### src/rtl/fifo_umbral.sv
// Virtual-channel queue FIFO with live low/high threshold flags and a sticky
// overflow/underflow error. Read data is registered (one-cycle pop latency).
module fifo_umbral #(
    parameter int DATA_WIDTH = 6,
    parameter int ADDR_WIDTH = 3
) (
    input  logic                  clk,
    input  logic                  reset,
    input  logic                  init,
    input  logic [ADDR_WIDTH-1:0] bajo,
    input  logic [ADDR_WIDTH-1:0] alto,
    input  logic                  push,
    input  logic [DATA_WIDTH-1:0] data_in,
    input  logic                  pop,
    output logic [DATA_WIDTH-1:0] data_out,
    output logic                  valid_out,
    output logic                  empty,
    output logic                  full,
    output logic                  almost_empty,
    output logic                  almost_full,
    output logic                  error,
    output logic [ADDR_WIDTH:0]   count
);
    localparam int DEPTH = 2 ** ADDR_WIDTH;
    localparam logic [ADDR_WIDTH:0] FULL_COUNT = {1'b1, {ADDR_WIDTH{1'b0}}};

    logic [DATA_WIDTH-1:0] mem [DEPTH];
    logic [ADDR_WIDTH-1:0] wr_ptr_reg;
    logic [ADDR_WIDTH-1:0] rd_ptr_reg;
    logic [ADDR_WIDTH:0]   count_reg;
    logic [DATA_WIDTH-1:0] data_out_reg;
    logic                  valid_out_reg;
    logic                  error_reg;

    logic pop_ok;
    logic push_ok;
    logic [ADDR_WIDTH:0] count_next;

    // A push into a full queue is only accepted when a pop frees the slot in the same edge.
    always_comb begin
        pop_ok  = pop && (count_reg != '0);
        push_ok = push && ((count_reg != FULL_COUNT) || pop_ok);
        count_next = count_reg;
        if (push_ok && !pop_ok) begin
            count_next = count_reg + 1'b1;
        end else if (pop_ok && !push_ok) begin
            count_next = count_reg - 1'b1;
        end
    end

    // Storage carries no reset so it can map onto RAM primitives.
    always_ff @(posedge clk) begin
        if (push_ok && !init) begin
            mem[wr_ptr_reg] <= data_in;
        end
    end

    always_ff @(posedge clk or negedge reset) begin
        if (!reset) begin
            wr_ptr_reg    <= '0;
            rd_ptr_reg    <= '0;
            count_reg     <= '0;
            data_out_reg  <= '0;
            valid_out_reg <= 1'b0;
            error_reg     <= 1'b0;
        end else if (init) begin
            wr_ptr_reg    <= '0;
            rd_ptr_reg    <= '0;
            count_reg     <= '0;
            valid_out_reg <= 1'b0;
            error_reg     <= 1'b0;
        end else begin
            if (push_ok) begin
                wr_ptr_reg <= wr_ptr_reg + 1'b1;
            end
            if (pop_ok) begin
                rd_ptr_reg   <= rd_ptr_reg + 1'b1;
                data_out_reg <= mem[rd_ptr_reg];
            end
            valid_out_reg <= pop_ok;
            count_reg     <= count_next;
            if ((push && !push_ok) || (pop && !pop_ok)) begin
                error_reg <= 1'b1;
            end
        end
    end

    assign data_out     = data_out_reg;
    assign valid_out    = valid_out_reg;
    assign error        = error_reg;
    assign count        = count_reg;
    assign empty        = (count_reg == '0);
    assign full         = (count_reg == FULL_COUNT);
    assign almost_empty = (count_reg <= {1'b0, bajo});
    assign almost_full  = (alto != '0) && (count_reg >= {1'b0, alto});
endmodule

### config.mk
export PLATFORM = sky130hd
export DESIGN_NAME = fifo_umbral
export DESIGN_NICKNAME = d
export VERILOG_FILES = /design/src/rtl/fifo_umbral.sv
export SDC_FILE = /design/constraint.sdc
export NUM_CORES = 1
export LEC_CHECK = 0
export CORE_ASPECT_RATIO = 0.6
export CORE_MARGIN = 5
export CORE_UTILIZATION = 56
export CTS_BUF_LIST = sky130_fd_sc_hd__clkbuf_8 sky130_fd_sc_hd__clkbuf_16
export DETAILED_ROUTE_END_ITERATION = 10
export HOLD_SLACK_MARGIN = 0.12
export PLACE_DENSITY = 0.79
export SLEW_MARGIN = 20
export SYNTH_ARGS = -nofsm -noshare
export SYNTH_HDL_FRONTEND = slang
export SYNTH_SLANG_ARGS = --single-unit
### constraint.sdc
create_clock -name clk -period 2.7 [get_ports clk]
set_input_delay 0.54 -clock clk [delete_from_list [all_inputs] [get_ports clk]]
set_output_delay 0.54 -clock clk [all_outputs]
set_load 0.1 [all_outputs]
---- Word level (Yosys, flattened, before mapping) ----
Memory sizes are Yosys's and may differ from the RTL's. A register that Yosys moved wholly into a read port is not among the register bits.
Cells that the tools add are included.
cells by class
  $add $sub $neg .......................... 4
  multiply operators ...................... 0
  div/mod/pow operators ................... 0
  order comparisons ....................... 2
  equality and inequality tests ........... 2
  shift operators ......................... 0
  muxes and demuxes ....................... 12
  bitwise gates (word level) .............. 1
  reduce and logical (&&, ||, !) cells .... 22
operators with widths
  operator                                           count
  two-way mux 3 bit                                  4
  two-way mux 4 bit                                  3
  logical AND 1 bit                                  8
  adder 3 x 1 -> 3 bit (second input constant)       2
  nonzero test 2 bit                                 3
  nonzero test 3 bit                                 2
  two-way mux 1 bit                                  5
  adder 4 x 1 -> 4 bit (second input constant)       1
  equality test 4 bit (second input constant)        1
  greater-or-equal comparator 4 x 3 -> 1 bit         1
  less-or-equal comparator 4 x 3 -> 1 bit            1
  logical NOT 1 bit                                  4
  logical NOT 4 bit                                  1
  inequality test 4 bit (second input constant)      1
  nonzero test 4 bit                                 1
  subtractor 4 x 1 -> 4 bit (second input constant)  1
  logical OR 1 bit                                   2
  AND reduction 2 bit                                1
  inverter 1 bit                                     1
storage, ports and cells
  register bits after elaboration ......... 12
  bits in latches ......................... 0
  bits in writable memories ............... 48
  ROM bits ................................ 0
  input port bits ......................... 17
  output and inout bits ................... 16
  logic and storage cells ................. 49
  memories ................................ 1
memories
  memory  depth  bits a word  rd ports  clocked after memory_dff  write ports  RTL line  text
  mem     8      6            1         1                         1            27        logic [DATA_WIDTH-1:0] mem [DEPTH];

---- Logic depth before layout (Yosys ltp) ----
  depth after elaboration ................. 9
  gate-level depth with buffers ........... 10
  depth with buffers taken out ............ 8

---- Worst setup path after synthesis ----
Ideal clock, no wire load.
  kind .................................... register -> output
  from .................................... reg count_reg[0], in the netlist count[0]
  to ...................................... out almost_full
  arrival time ............................ 3.273 ns
  path slack .............................. -1.113 ns
  stages on the path, launching flop included .. 8
  path buffers ............................ 1
  path through ............................ dfrtp_1 -> buf_2 -> inv_1 -> ha_1 -> inv_1 -> a21boi_0 -> o21ai_0 -> a21oi_1
on the way
  word-level cells in the longest chain between the ends .. 2
ends and longest elaborated chain
  element                                     RTL line  text
  start: declaration                          30        logic [ADDR_WIDTH:0] count_reg;
  start signal: assignment                    81        count_reg <= count_next;
  greater-or-equal comparator 4 x 3 -> 1 bit  95        assign almost_full = (alto != '0) && (count_reg >= {1'b0, alto});
  logical AND 1 bit                           95
  end: declaration                            20        output logic almost_full,
No other way between the ends.

---- Worst setup path in the final report ----
  from .................................... in alto[1]
  to ...................................... out almost_full
on the way
  word-level cells in the longest chain between the ends .. 2
ends and longest elaborated chain
  element                                                                                  RTL line  text
  start: declaration                                                                       11        input logic [ADDR_WIDTH-1:0] alto,
  greater-or-equal comparator 4 x 3 -> 1 bit / nonzero test 3 bit (equally long branches)  95
  logical AND 1 bit (*)                                                                    95
Every way passes the cells marked *; elsewhere a longest branch is shown, timed or not.

==> results.ini <==
[status]
status=complete, no violations

[logic_synthesis]
synth_top_family_by_area=multiplexers
synth-xor-area-share_pct=1.97
synth_mux_area_share_pct=11.6
netlist_instances=223
synth_ff_type=edfxtp_1
ys_seq_area_share_pct=60.7
synth-edff-count=48
syn_area_um2=3120
ys_ff_latch=66
synth.area.top_cells=edfxtp_1 (46%), dfrtp_1 (14%), mux2i_1 (8.7%)
syn-num-nets=251
ys_warn_count=0
synth-async-reset-ratio_pct=27.3
syn_area_per_cell_um2=14.0
yosys.area_share.simple_pct=8.79
synth_most_common_cell=edfxtp_1
ys_top_cells_by_count=edfxtp_1 (48), mux2i_1 (27), dfrtp_1 (18), nor2_1 (18)
yosys.area.top_type_share_pct=46.2
synth.distinct_cells=46
synth_compound_area_share_pct=8.95
yosysTopAreaCell=edfxtp_1
synthAdderAreaFrac_pct=4.65

[sta]
skew_ps=9.34
fin_crit_sh_pct=96.8
finalHoldViolations=0
period_needed_ps=2610
finalSetupViolCount=0
finalSetupTns_ps=0
slew_headroom_pct=49.6
grt_setup_unrepaired=no
tightest_slew_ps=753
slew_viol_final=0
fmax_mhz=383

[floorplanning]
initial_utilization_pct=56.8
die-area_um2=7210
rows=21
ioPinCount=33
coreArea_um2=5490
die_h_um=67.8
die_width_um=106

[cts]
cts_hold_buffers=0
htreeDepth=3
clock_latency_ps=330
cts_inserted_buffers=9
cts_setup_buffers=0
cts_tree=built
clockBufferDepth=2
cts.sinks=66
root_buffer=clkbuf_8
clk_pin_slew_worst_paths_ps=70

[setup_path]
r2r-end=count[3]
critPathRequiredTime_ps=2160
rr_worst_depth=8
regToRegSetupSlack_ps=150
crit-reg2reg-launch=count[0]
cp-start-kind=primary input
crit_type=in2out
critPathArrivalTime_ps=2070
crit_fanout=2
end_kind=output port

[drt]
drt_drc_violations_left=0
drt-pass1-iter-count=4
viasPerCell=5.73
route.vias.total=1984
drt_iter0_drc=173
wirelength_mm=6.42
final_antenna_net_count=0
wl_per_cell_um=18.5

[placement]
globalplace.congestion=0.813
hpwl_mm=4.60
port_buffers=32
placedCellCount=330

[run]
cap_violations=0

[finish]
drive_gt1_share_pct=25.6
fin_cells=346
area_delta_synth_final_pct=23.3
finalNetCount=300
antenna_cells=0
largest_reg_flops=48

[min_path]
hold_end=data_out[3]
hp-class=reg2reg
hold_depth=1
min_from=data_out[3]

[grt]
grt_usage_pct=19.6
grt-ovfl-total=0
antenna_found_initial=0
grt_max_degree=17
grt_first_pass_wirelength_mm=10.3
grt_pass1_vias=1998

[pwr]
p_per_area_nw_per_um2=1180
p_leak_uw=0.00149
vdd_drop_max_mv=0.608

==> worst max path at each step <==
| stage | start | end | slack [ps] |
|---|---|---|---|
| after CTS | alto[1] | almost_full | 80 |
| after global placement | bajo[1] | almost_empty | 140 |
| final | alto[1] | almost_full | 90 |
| after global routing | alto[1] | almost_full | 10 |
| after detailed placement | alto[1] | almost_full | 90 |
| after floorplan | count[0] | count[3] | 10 |
==> layout by cell type, fill, tap and decap left out, types with 4 or more instances in the layout <==
cell,instances
clkbuf_8,9
buf_12,4
edfxtp_1,48
mux2_4,6
xor2_1,4
nor3_1,5
inv_1,11
nand2b_1,4
nand3_1,4
mux2i_1,27
nand2_1,4
nor2_1,18
dfrtp_1,14
buf_4,29
ha_1,10
a22o_1,6
a221oi_1,6
clkdlybuf4s50_1,16
==> critical path, stage by stage <==
cell and delay, ps:
clkdlybuf4s50_1 490, inv_1 50, ha_1 270, a21boi_0 200
o21ai_0 160, a21oi_4 170, buf_12 190
==> metrics by stage <==
step / total power, µW / cell area, µm² / hold slack, ps / worst slack (ps) / util, %
final: 4550 / 3840 / 514 / 86.6 / 70.0
after detailed placement: 3690 / 3630 / 494 / 93.0 / 66.1
after global routing: 4750 / 3840 / 545 / 11.8 / 70.0
after CTS: 4560 / 3840 / 520 / 84.2 / 69.9
after global placement: 3660 / 3630 / 493 / 135 / 66.1
after floorplan: 3090 / 3150 / 244 / 13.8 / -
==> metal layers <==
metal	up-vias	part of all wire, %	GRT usage (%)
met4	0	0.67	5.82
li1	943	-	-
met5	-	0	0
met2	64	45	30.1
met1	970	46	27.0
met3	7	7.7	6.21
==> kinds of logic after synthesis <==
group,Yosys count
xor+xnor,7
mux,33
compound gates,34
simple gates,50
flops,66
fa+ha+maj,11
buf+inv,22
==> cell type report <==
type | count | area (µm²)
repair buffers | 49 | 458
inverters | 11 | 41.3
well taps | 69 | 86.3
clock inverters | 7 | 85.1
multi-input cells | 135 | 1150
fillers | 377 | 1650
clock buffers | 9 | 124
flip-flops and latches | 66 | 1900
==> where the power goes <==
group	total (µW)	switching (µW)	internal (µW)
clock network	867	357	510
registers	1350	141	1210
logic	2330	1540	787
total	4550	2040	2510
==> timing repair <==
| action | in CTS | in global routing |
|---|---|---|
| resized for setup | 0 | 1 |
| endpoints found under the hold margin | 0 | 0 |
| setup endpoints to repair | 0 | 1 |
Note: power is estimated with default switching activity, not from simulation.
